--- src/rtl/hqm_rcfwl_gclk_pccdu_dop_ctl.sv ---
// DOP clock-enable controller: generates the periodic divider-sync pulse and
// aligns DOP clock-enable rise/fall to that pulse, with a scan bypass path.
module hqm_rcfwl_gclk_pccdu_dop_ctl #(
  parameter int SYNC_PERIOD = 12
) (
  input  logic       fdop_preclk_grid,
  input  logic       fdop_reset_b,
  input  logic       gclk_sync_en,
  input  logic       gclk_clken_req,
  input  logic       gclk_scan_byp,
  output logic       fdop_preclk_div_sync,
  output logic       fscan_dop_clken,
  output logic       gclk_clken_ack,
  output logic [1:0] gclk_state
);

  localparam int CNT_W = $clog2(SYNC_PERIOD);
  localparam logic [CNT_W-1:0] CNT_LAST = CNT_W'(SYNC_PERIOD - 1);

  typedef enum logic [1:0] {
    OFF      = 2'd0,
    WAIT_ON  = 2'd1,
    ON       = 2'd2,
    WAIT_OFF = 2'd3
  } state_t;

  state_t           state, state_nxt;
  logic [CNT_W-1:0] cnt;
  logic             sync;
  logic             clken;

  // Phase counter; restarts from zero whenever sync generation is disabled,
  // so the first pulse always follows the first enabled edge.
  always_ff @(posedge fdop_preclk_grid or negedge fdop_reset_b) begin
    if (!fdop_reset_b) begin
      cnt  <= '0;
      sync <= 1'b0;
    end else if (!gclk_sync_en) begin
      cnt  <= '0;
      sync <= 1'b0;
    end else begin
      sync <= (cnt == '0);
      cnt  <= (cnt == CNT_LAST) ? '0 : cnt + CNT_W'(1);
    end
  end

  always_ff @(posedge fdop_preclk_grid or negedge fdop_reset_b) begin
    if (!fdop_reset_b) begin
      state <= OFF;
      clken <= 1'b0;
    end else begin
      state <= state_nxt;
      clken <= (state_nxt == ON) || (state_nxt == WAIT_OFF);
    end
  end

  // Transitions key off the registered sync pulse, so clken moves the cycle
  // after the pulse the DOP divider sees.
  always_comb begin
    state_nxt = state;
    if (gclk_scan_byp) begin
      state_nxt = gclk_clken_req ? ON : OFF;
    end else begin
      case (state)
        OFF: begin
          if (gclk_clken_req && gclk_sync_en) state_nxt = WAIT_ON;
        end
        WAIT_ON: begin
          if (!gclk_clken_req || !gclk_sync_en) state_nxt = OFF;
          else if (sync)                        state_nxt = ON;
        end
        ON: begin
          if (!gclk_clken_req) state_nxt = WAIT_OFF;
        end
        WAIT_OFF: begin
          if (gclk_clken_req)     state_nxt = ON;
          else if (!gclk_sync_en) state_nxt = OFF;
          else if (sync)          state_nxt = OFF;
        end
        default: state_nxt = OFF;
      endcase
    end
  end

  assign fdop_preclk_div_sync = sync;
  assign fscan_dop_clken      = clken;
  assign gclk_clken_ack       = clken;
  assign gclk_state           = state;

endmodule

--- config.mk ---
export PLATFORM = sky130hd
export DESIGN_NAME = hqm_rcfwl_gclk_pccdu_dop_ctl
export DESIGN_NICKNAME = d
export VERILOG_FILES = /design/src/rtl/hqm_rcfwl_gclk_pccdu_dop_ctl.sv
export SDC_FILE = /design/constraint.sdc
export NUM_CORES = 1
export LEC_CHECK = 0
export ABC_AREA = 1
export ABC_CLOCK_PERIOD_IN_PS = 1100
export BUFFER_PORTS_ARGS = -buffer_cell sky130_fd_sc_hd__buf_2
export CORE_AREA = 3 3 40 42
export DETAILED_ROUTE_END_ITERATION = 7
export DIE_AREA = 0 0 43 45
export PLACE_DENSITY_LB_ADDON = 0.25
export REMOVE_ABC_BUFFERS = 1
export SLEW_MARGIN = 10
export SYNTH_ARGS = -nofsm -noshare
export SYNTH_HDL_FRONTEND = slang
export SYNTH_SLANG_ARGS = --single-unit
--- constraint.sdc ---
create_clock -name fdop_preclk_grid -period 1.1 [get_ports fdop_preclk_grid]
set_input_delay 0.055 -clock fdop_preclk_grid [delete_from_list [all_inputs] [get_ports fdop_preclk_grid]]
set_output_delay 0.055 -clock fdop_preclk_grid [all_outputs]
set_load 0.02 [all_outputs]
==> Yosys cells after proc, flatten, opt, wreduce, memory -nomap -nowiden <==
Index checks and enable logic that the tools add are counted.
{ "totals": {"reg_bits": 8, "in_bits": 5, "out_inout_bits": 5, "word_cells": 31} }
{ "op_classes": {"add_sub_neg": 1, "eq_ne": 6, "mux": 13, "n_reduce_logical": 7} }
{ "ops": {"columns": ["operator", "count"], "rows": [
  ["$mux 2", 9],
  ["$eq 2x2->1 const B", 4],
  ["$mux 4", 2],
  ["$pmux 2 s4", 1],
  ["$add 4x1->4 const B", 1],
  ["$eq 4x4->1 const B", 1],
  ["$logic_not 4->1", 1],
  ["$eq 2x1->1 const B", 1],
  ["$logic_not 1->1", 2],
  ["$logic_not 2->1", 1],
  ["$logic_or 1x1->1", 2],
  ["$logic_and 1x1->1", 1],
  ["$mux 1", 1]
]} }

==> Longest topological paths before layout <==
Gate-level depths: netlist (run 1).
{ "depth": {"word_depth": 7, "mapped_depth": 7, "ltp_nobuf": 7} }

==> Worst setup path after synthesis (run 1) <==
No wires, ideal clock.
{ "synth_timing": {"kind": "flip-flop to flip-flop", "from": "register sync, in the netlist fdop_preclk_div_sync", "to": "register clken, in the netlist fscan_dop_clken", "setup_ns": 0.124, "arrival_ns": 0.819, "t_required_ns": 0.976, "path_slack_ns": 0.157, "stages_incl_launch_ff": 8, "n_path_buf": 0, "synth_period_minus_slack_ns": 0.943, "cell_sequence": "dfrtp_1 > inv_1 > nand2_1 > nand2_1 > nand2_1 > nand2_1 > nand2_1 > nand2_1"} }
{ "synth_between": {"elab_chain_cells": 7, "elab_cells_between_ends": 10, "cone_classes": "eq/ne: 2; mux: 7; reduce/logical: 1"} }
{ "synth_lines": {"columns": ["item", "line", "rtl"], "rows": [
  ["start, declared", "29", "logic sync;"],
  ["start signal, assigned", "42", "sync <= (cnt == '0);"],
  ["$mux 2", "78", "else if (sync) state_nxt = OFF;"],
  ["$mux 2", "77", "else if (!gclk_sync_en) state_nxt = OFF;"],
  ["$mux 2", "76", "if (gclk_clken_req) state_nxt = ON;"],
  ["$pmux 2 s4 *", "64", "case (state)"],
  ["$mux 2 *", "61", "if (gclk_scan_byp) begin"],
  ["$eq 2x2->1", "53", "clken <= (state_nxt == ON) || (state_nxt == WAIT_OFF);"],
  ["$logic_or 1x1->1 *", "53", null],
  ["end signal, assigned", "53", null],
  ["end, declared", "30", "logic clken;"]
]} }
Every way passes the cells marked *; elsewhere a longest branch is shown, timed or not.

==> Final worst setup path (run 1) <==
{ "layout_timing": {"from": "register cnt[0]", "to": "register cnt[2]"} }
{ "layout_between": {"elab_chain_cells": 3, "elab_cells_between_ends": 4, "cone_classes": "add/sub: 1; eq/ne: 1; mux: 2"} }
{ "layout_lines": {"columns": ["item", "line", "rtl"], "rows": [
  ["start, declared", "28", "logic [CNT_W-1:0] cnt;"],
  ["start signal, assigned", "43", "cnt <= (cnt == CNT_LAST) ? '0 : cnt + CNT_W'(1);"],
  ["$add 4x1->4 / $eq 4x4->1 (equally long branches)", "43", null],
  ["$mux 4 *", "43", null],
  ["$mux 4 *", "38", "end else if (!gclk_sync_en) begin"]
]} }
Marked as above.

==> results of run 1 <==
==> Yosys cell counts (all sizes together) <==
master and n:
xor2 1, o21ai 3, ha 2, nor2 6
nand2 16, nand3b 1, dfrtp 8, a21oi 2
nand3 2, inv 10, buf 1
==> where the power goes <==
part,internal (µW),switching [µW],leakage (µW)
sequential,320,22.1,0.000102
clock,125,97.4,0.0000138
combinational,52.1,87.0,0.000180
==> logic make-up (layout without fill, tap and decap cells) <==
group / after synthesis / after routing
XOR/XNOR: 1 / 1
AO/OA/AOI/OAI: 5 / 5
AND/OR/NAND/NOR: 25 / 25
flip-flops: 8 / 8
buffers and inverters: 11 / 24
adder cells (fa/ha/maj): 2 / 2
==> critical path, stage by stage, from the launching register on <==
cell	delay, ns
sky130_fd_sc_hd__dfrtp_1	0.41
sky130_fd_sc_hd__ha_1	0.24
sky130_fd_sc_hd__o21ai_0	0.16
sky130_fd_sc_hd__a21oi_1	0.05
==> area by class of cell <==
type	instances	area, µm²
clock buffers	3	22.5
inverters	10	37.5
multi-input cells	33	165
flip-flops and latches	8	200
fillers	136	776
well taps	15	18.8
repair buffers	11	65.1
==> per-stage QoR <==
stage | cell area (µm²) | cells
after floorplan | 403 | 51
after detailed placement | 467 | 75
after global placement | 467 | 75
final | 509 | 80
after global routing | 509 | 80
after CTS | 509 | 80
==> worst max-delay path by stage <==
stage	from	to	slack (ns)	depth (start not counted)
2_1_floorplan	fdop_preclk_div_sync$_DFF_PN0_	fscan_dop_clken$_DFF_PN0_	0.16	7
3_3_place_gp	cnt[0]$_DFF_PN0_	cnt[2]$_DFF_PN0_	0.16	3
3_5_place_dp	cnt[0]$_DFF_PN0_	cnt[2]$_DFF_PN0_	0.15	3
4_1_cts	cnt[0]$_DFF_PN0_	cnt[2]$_DFF_PN0_	0.14	3
5_1_grt	cnt[0]$_DFF_PN0_	cnt[3]$_DFF_PN0_	0.05	4
6_report	cnt[0]$_DFF_PN0_	cnt[2]$_DFF_PN0_	0.14	3
==> sequential cells by signal, indices dropped and copies added, names as in the netlist <==
| signal | flops |
|---|---|
| fscan_dop_clken | 1 |
| cnt | 4 |
| gclk_state | 2 |
| fdop_preclk_div_sync | 1 |
==> routing by layer <==
layer	vias up	track usage (%)	share of wire, %
met3	0	1.20	2.4
met2	4	12.9	48
met4	0	9.04	0
met1	144	11.7	50
met5	-	0	0
li1	180	-	-
==> flow_summary.ini, run 1 <==
[run_status]
outcome = completed

[cts]
cts_inserted_buffers = 3
worst_setup_hold_path_clk_slew_ns = 0.05
htreeDepth = 1
cts_resized = 0
cts.path.max_buffers = 2
post_cts.repair.setup_buffers = 0
cts_tree = yes
cts_sinks = 8
clock_latency_ns = 0.25
ctsHoldBuffers = 2
cts_root_buffer = sky130_fd_sc_hd__clkbuf_4

[drt]
wl_per_cell_um = 8.86
per_cell_via_count_in_the_routed_design = 4.10
initialDrtViolationCount = 3
final_antenna_net_count = 0
remaining_drc_errors = 0
via_count = 328
drt-pass1-iter-count = 2
routed_wl_um = 709

[finish]
final_nets = 74
commonest_non_fill_non_tap_cells_in_the_layout = 15 x sky130_fd_sc_hd__nand2_1, 10 x sky130_fd_sc_hd__inv_1, 9 x sky130_fd_sc_hd__buf_2, 8 x sky130_fd_sc_hd__dfrtp_1, 6 x sky130_fd_sc_hd__nor2_1
synthToLayoutAreaGrowth_pct = 24.1
num_antenna_cells = 0
layout.cells.most_common = sky130_fd_sc_hd__nand2_1
layout-drive-gt1-share_pct = 21.5
post-route-util_pct = 39.6

[logic_synthesis]
yosys.area_share.adder_pct = 6.10
netlist-cell-type-count = 14
ys.warnings.count = 0
synth-compound-area-share_pct = 7.01
synthXorXnorAreaFrac_pct = 2.13
netlist_top_cells_area = sky130_fd_sc_hd__dfrtp_1 49%, sky130_fd_sc_hd__nand2_1 14%, sky130_fd_sc_hd__inv_1 9.1%, sky130_fd_sc_hd__ha_1 6.1%, sky130_fd_sc_hd__nor2_1 5.5%
top_area_cell_type_share_of_the_netlist_area_pct = 48.8
synth_top_family_by_area = simple AND/OR/NAND/NOR gates
synth_seq_cells = 8
synth_area_um2 = 410
post_synth_and_or_nand_nor_area_fraction_pct = 25.0
postSynthAreaPerCell_um2 = 7.89
netlist.top_cell.by_area = sky130_fd_sc_hd__dfrtp_1
synth.mux.area_fraction_pct = 0
synthesis.instances = 52
seq_total_area_yosys_pct = 48.8

[power]
ir_worst_vdd_mv = 0.720
leakagePower_uw = 0.000296
cellPowerDensity_mw_per_mm2 = 1380
power.total_uw = 703

[sta]
period_needed_ns = 0.960
fin_crit_sh_pct = 87.3
largest_clock_skew_in_the_final_design_ns = 0.00298
setup_viol = 0
final.hold.worst_slack_ns = 0.0716
report.final.hold_viol_count = 0
grt_setup_unrepaired = no
totalNegativeSetupSlack_ns = 0
slew_viol_final = 0
timing.slew.headroom_pct = 82.9
post-route-worst-setup-slack_ns = 0.140
max_clock_freq_mhz = 1040
worstMarginPinSlew_ns = 0.253

[hold_path]
timing.hold.worst.class = in -> reg
number_of_cells_on_the_worst_hold_path = 3
min_delay_worst_endpoint = fdop_preclk_div_sync$_DFF_PN0_
hold_start = gclk_sync_en

[die]
num_io_pins = 10
core_mm2 = 0.00128
floorplan.die_area_mm2 = 0.00194
floorplan.rows = 13
die_width_um = 43
initial_core_util_pct = 31.9
die_h_um = 45

[setup_path]
worst_setup_path_start_kind = flip-flop
reg2reg_depth = 3
cp_data_arrival_time_ns = 1.10
rrSetupSlack_ns = 0.14
rr_startpoint = cnt[0]$_DFF_PN0_
critical_path.max_fanout = 4
reg2reg_to = cnt[2]$_DFF_PN0_
critical_path.endpoint_type = flip-flop
worst-setup-path-type = reg -> reg
cp_data_required_time_ns = 1.24

[place]
io_buffers = 9
setup_slack_placement_ns = 0.150
dp_hpwl_um = 541
finalWeightedCongestion = 0.680

[flow_run]
max-cap-violations = 0

[global_route]
grt_pass1_vias = 309
grtUsageTotal_pct = 9.08
grt-ovfl-total = 0
grt_antenna_before_repair = 0
grt_max_degree = 9
grt_pass1_wl_mm = 1.28
Note: power is estimated with default switching activity, not from simulation.
==> run 2: changes to the inputs <==
--- a/config.mk
+++ b/config.mk
@@ -13,5 +13,5 @@
 export DIE_AREA = 0 0 43 45
 export PLACE_DENSITY_LB_ADDON = 0.25
-export REMOVE_ABC_BUFFERS = 1
+export SETUP_SLACK_MARGIN = 0.05
 export SLEW_MARGIN = 10
 export SYNTH_ARGS = -nofsm -noshare
==> constraint.sdc (replaced) <==
create_clock -name fdop_preclk_grid -period 1.1 [get_ports fdop_preclk_grid]
set_input_delay 0.22 -clock fdop_preclk_grid [delete_from_list [all_inputs] [get_ports fdop_preclk_grid]]
set_output_delay 0.22 -clock fdop_preclk_grid [all_outputs]
set_load 0.02 [all_outputs]
==> run 2 against run 1 <==
Net effect:
- clock-buffer cell count unchanged
- final area increased by 1.2%
- combinational power increased by 13%
==> flow_summary.ini, run 2 (synthesis gave the netlist of run 1 again) <==
[global_route]
grtUsageTotal_pct = 9.56
grt_pass1_vias = 317
grt_pass1_wl_mm = 1.26
grt_antenna_before_repair = 0
grt_max_degree = 9
grt-ovfl-total = 0

[die]
floorplan.die_area_mm2 = 0.00194
num_io_pins = 10
initial_core_util_pct = 31.9
die_h_um = 45
floorplan.rows = 13
core_mm2 = 0.00128
die_width_um = 43

[sta]
period_needed_ns = 1.02
max_clock_freq_mhz = 978
final.hold.worst_slack_ns = 0.150
slew_viol_final = 0
fin_crit_sh_pct = 93.0
largest_clock_skew_in_the_final_design_ns = 0.000343
grt_setup_unrepaired = yes
timing.slew.headroom_pct = 87.7
report.final.hold_viol_count = 0
totalNegativeSetupSlack_ns = 0
worstMarginPinSlew_ns = 0.184
setup_viol = 0

[setup_path]
timing.critical_path.max_delay_family = flip-flops
worst-setup-path-type = reg -> out
cpMaxStageDelayCell = sky130_fd_sc_hd__dfrtp_2
critical_path.max_fanout = 2
critical_path.endpoint = gclk_state[1]
cp_num_cells = 1
worst-path-buf-inv = 1
rrSetupSlack_ns = 0.14
worst_setup_path_start_kind = flip-flop
reg2reg_to = cnt[2]$_DFF_PN0_
cp_data_required_time_ns = 0.88
reg2reg_depth = 3
crit_path_start = gclk_state[1]$_DFF_PN0_
max_stage_delay_ns = 0.40
timing.critical_path.cells = buf_2
rr_startpoint = cnt[0]$_DFF_PN0_
cp_data_arrival_time_ns = 0.80
critical_path.endpoint_type = primary output

[cts]
clock_latency_ns = 0.25
cts_inserted_buffers = 3
cts.path.max_buffers = 2
worst_setup_hold_path_clk_slew_ns = 0.05
htreeDepth = 1
cts_sinks = 8
cts_root_buffer = sky130_fd_sc_hd__clkbuf_4
cts_tree = yes

[power]
share_of_power_burned_in_the_clock_network_pct = 31.4
power_switching_share_pct = 29.5
switchingPower_uw = 212
internal-power_uw = 506
seq_power_share_pct = 46.8
combinational_cell_fraction_of_total_power_pct = 21.8
leakagePower_uw = 0.000301
ir_worst_vdd_mv = 0.416
cellPowerDensity_mw_per_mm2 = 1390

[drt]
remaining_drc_errors = 0
drt-pass1-iter-count = 4
wl_per_cell_um = 9.27
via_count = 334
initialDrtViolationCount = 7
final_antenna_net_count = 0
routed_wl_um = 751
per_cell_via_count_in_the_routed_design = 4.12

[hold_path]
timing.hold.worst.class = in -> reg

[finish]
layout-drive-gt1-share_pct = 27.3
max_flop_register = cnt
final_nets = 75
synthToLayoutAreaGrowth_pct = 25.6
commonest_non_fill_non_tap_cells_in_the_layout = 15 x sky130_fd_sc_hd__nand2_1, 9 x sky130_fd_sc_hd__inv_1, 9 x sky130_fd_sc_hd__buf_2, 7 x sky130_fd_sc_hd__dfrtp_1, 6 x sky130_fd_sc_hd__nor2_1
layout.cells.most_common = sky130_fd_sc_hd__nand2_1
largest_reg_flops = 4
num_antenna_cells = 0

[place]
dp_hpwl_um = 572
finalWeightedCongestion = 0.666
io_buffers = 9

[run_status]
outcome = completed

[flow_run]
max-cap-violations = 0

[logic_synthesis]
synthesis.nets = 59
==> run 2: changes by cell type in the layout (fill, tap and decap cells not counted), sizes merged <==
| cell | before | now |
|---|---|---|
| dlygate4sd3 | 2 | 1 |
| buf | 9 | 11 |
==> run 2: what timing repair did <==
action,4_1_cts,5_1_grt
hold buffers,1,0
setup endpoints to repair,2,4
hold endpoints to repair,8,0
resized for setup,1,2
setup buffers,2,0
pin swaps,0,1
==> run 2: metal layers <==
layer | GRT usage, % | up-vias | wire length (µm) | share of wire [%]
met2 | 13.2 | 8 | 357 | 48
met1 | 11.3 | 142 | 345 | 46
li1 | - | 184 | - | -
met3 | 3.59 | 0 | 48 | 6.4
met4 | 9.04 | 0 | 0 | 0
met5 | 0 | - | 0 | 0
==> run 2: worst min-delay path by stage <==
stage / start / endpoint / slack, ns / cells after the start
after floorplan: fdop_reset_b / cnt[0]$_DFF_PN0_ / -0.08 / 0
after global placement: fdop_reset_b / cnt[3]$_DFF_PN0_ / 0.07 / 1
after detailed placement: fdop_reset_b / cnt[0]$_DFF_PN0_ / 0.07 / 1
after CTS: gclk_scan_byp / gclk_state[0]$_DFF_PN0_ / 0.13 / 2
after global routing: gclk_scan_byp / gclk_state[0]$_DFF_PN0_ / 0.14 / 2
final: gclk_scan_byp / gclk_state[0]$_DFF_PN0_ / 0.15 / 2
==> run 2: layout make-up <==
type	count	area [µm²]
clock buffers	3	22.5
fillers	143	769
inverters	10	37.5
multi-input cells	33	165
flip-flops and latches	8	201
well taps	15	18.8
repair buffers	12	70.1
==> run 2: power by group through the flow <==
| stage | clock, µW | combinational [µW] | sequential (µW) |
|---|---|---|---|
| CTS | 241 | 158 | 336 |
| global placement | 0 | 135 | 347 |
| finish | 225 | 157 | 336 |
| global route | 252 | 181 | 338 |
| detailed placement | 0 | 135 | 348 |
| floorplan | 0 | 71.8 | 365 |
==> run 2: metrics by stage <==
step | total power (µW) | worst slack (ns) | instance area, µm² | std cells | utilization (%)
after floorplan | 437 | 0.157 | 410 | 52 | -
after global placement | 482 | 0.166 | 467 | 75 | 36.3
after detailed placement | 483 | 0.128 | 467 | 75 | 36.3
after CTS | 735 | 0.0577 | 515 | 81 | 40.1
after global routing | 771 | 0.0416 | 515 | 81 | 40.1
final | 718 | 0.0773 | 515 | 81 | 40.1
==> run 2: worst reg2reg max path, delay by kind of cell (launching register included) <==
family          cells  cell delay (ns)
fa+ha+maj           1             0.24
compound gates      2             0.21
flops               1             0.41
==> run 3: changes to the inputs <==
PLACE_DENSITY = 0.61   (was default)
PLACE_DENSITY_LB_ADDON = default   (was 0.25)
==> run 3 against run 2 <==
Net effect:
- sequential power about the same
- combinational power increased by 3%
- via count increased by 5.7%
- clock power about the same
- largest power group unchanged
==> flow_summary.ini, run 3 (synthesis gave the netlist of run 1 again) <==
[hold_path]
number_of_cells_on_the_worst_hold_path = 2
timing.hold.worst.class = in -> reg

[global_route]
grtUsageTotal_pct = 10.4
grt_antenna_before_repair = 0
grt-ovfl-total = 0
grt_max_degree = 9
grt_pass1_vias = 337
grt_pass1_wl_mm = 1.35

[setup_path]
timing.critical_path.max_delay_family = flip-flops
rrSetupSlack_ns = 0.13
critical_path.max_fanout = 2
cpMaxStageDelayCell = sky130_fd_sc_hd__dfrtp_1
rr_startpoint = gclk_state[0]$_DFF_PN0_
max_stage_delay_ns = 0.38
reg2reg_to = fscan_dop_clken$_DFF_PN0_
worst_setup_path_start_kind = flip-flop
worst-path-buf-inv = 1
worst-setup-path-type = reg -> out
cp_data_arrival_time_ns = 0.79
timing.critical_path.cells = buf_2
critical_path.endpoint = gclk_state[0]
cp_num_cells = 1
cp_data_required_time_ns = 0.88
critical_path.endpoint_type = primary output
crit_path_start = gclk_state[0]$_DFF_PN0_
reg2reg_depth = 7

[cts]
htreeDepth = 1
cts_tree = yes
cts_sinks = 8
clock_latency_ns = 0.25
worst_setup_hold_path_clk_slew_ns = 0.05
cts_inserted_buffers = 3
cts_root_buffer = sky130_fd_sc_hd__clkbuf_4
cts.path.max_buffers = 2

[finish]
largest_reg_flops = 4
final_nets = 75
layout.cells.most_common = sky130_fd_sc_hd__nand2_1
max_flop_register = cnt
synthToLayoutAreaGrowth_pct = 26.8
num_antenna_cells = 0
layout-drive-gt1-share_pct = 24.2
commonest_non_fill_non_tap_cells_in_the_layout = 15 x sky130_fd_sc_hd__nand2_1, 10 x sky130_fd_sc_hd__inv_1, 8 x sky130_fd_sc_hd__dfrtp_1, 8 x sky130_fd_sc_hd__buf_2, 6 x sky130_fd_sc_hd__nor2_1

[sta]
totalNegativeSetupSlack_ns = 0
max_clock_freq_mhz = 993
worstMarginPinSlew_ns = 0.175
fin_crit_sh_pct = 91.5
setup_viol = 0
post-route-worst-setup-slack_ns = 0.0930
slew_viol_final = 0
period_needed_ns = 1.01
timing.slew.headroom_pct = 88.3
report.final.hold_viol_count = 0
grt_setup_unrepaired = yes
largest_clock_skew_in_the_final_design_ns = 0.00111

[drt]
via_count = 353
initialDrtViolationCount = 4
final_antenna_net_count = 0
remaining_drc_errors = 0
routed_wl_um = 735
wl_per_cell_um = 9.07
drt-pass1-iter-count = 4
per_cell_via_count_in_the_routed_design = 4.36

[die]
die_h_um = 45
floorplan.rows = 13
core_mm2 = 0.00128
initial_core_util_pct = 31.9
die_width_um = 43
num_io_pins = 10
floorplan.die_area_mm2 = 0.00194

[run_status]
outcome = completed

[place]
io_buffers = 9
finalWeightedCongestion = 0.694
dp_hpwl_um = 539
setup_slack_placement_ns = 0.120

[power]
switchingPower_uw = 212
power_switching_share_pct = 29.4
share_of_power_burned_in_the_clock_network_pct = 31.0
cellPowerDensity_mw_per_mm2 = 1390
seq_power_share_pct = 46.6
combinational_cell_fraction_of_total_power_pct = 22.4
internal-power_uw = 509
ir_worst_vdd_mv = 0.452
leakagePower_uw = 0.000303

[logic_synthesis]
synthesis.nets = 59

[flow_run]
max-cap-violations = 0
run 3: worst min-delay path by stage:
stage / end / slack (ns) / from
after CTS: gclk_state[0]$_DFF_PN0_ / 0.13 / gclk_scan_byp
after floorplan: cnt[0]$_DFF_PN0_ / -0.08 / fdop_reset_b
final: gclk_state[0]$_DFF_PN0_ / 0.15 / gclk_scan_byp
after global placement: cnt[3]$_DFF_PN0_ / 0.07 / fdop_reset_b
after global routing: gclk_state[0]$_DFF_PN0_ / 0.14 / gclk_scan_byp
after detailed placement: cnt[3]$_DFF_PN0_ / 0.07 / fdop_reset_b
run 3: timing repair:
item | 4_1_cts | 5_1_grt
gates resized for setup | 0 | 4
hold endpoints to repair | 8 | 0
endpoints found under the setup margin | 2 | 7
cloned | 0 | 0
setup buffers | 2 | 0
hold buffers | 1 | 0
run 3: power groups by stage:
stage | Clock [µW] | Combinational [µW] | Sequential [µW]
5_1_grt | 258 | 186 | 340
6_report | 224 | 162 | 336
2_1_floorplan | 0 | 71.8 | 365
3_3_place_gp | 0 | 133 | 346
3_5_place_dp | 0 | 134 | 347
4_1_cts | 240 | 157 | 335
run 3: layer usage:
metal | up-vias | wire length [µm] | GRT usage (%)
met5 | - | 0 | 0
met4 | 0 | 23 | 10.8
met3 | 2 | 25 | 4.78
met2 | 7 | 362 | 14.4
met1 | 160 | 323 | 11.4
li1 | 184 | - | -
run 3: cell type report:
| type | instances | area [µm²] |
|---|---|---|
| Timing Repair Buffer | 12 | 76.3 |
| Tap cell | 15 | 18.8 |
| Multi-Input combinational cell | 33 | 165 |
| Sequential cell | 8 | 200 |
| Fill cell | 132 | 764 |
| Inverter | 10 | 37.5 |
| Clock buffer | 3 | 22.5 |
run 3: stage by stage:
stage          area (µm²)  std cells  power, µW  hold WS, ns  util [%]
6_report              520         81        721        0.147      40.5
3_5_place_dp          467         75        481       0.0691      36.3
2_1_floorplan         410         52        437      -0.0756         -
5_1_grt               520         81        784        0.138      40.5
4_1_cts               514         81        732        0.131      40.0
3_3_place_gp          467         75        480       0.0673      36.3
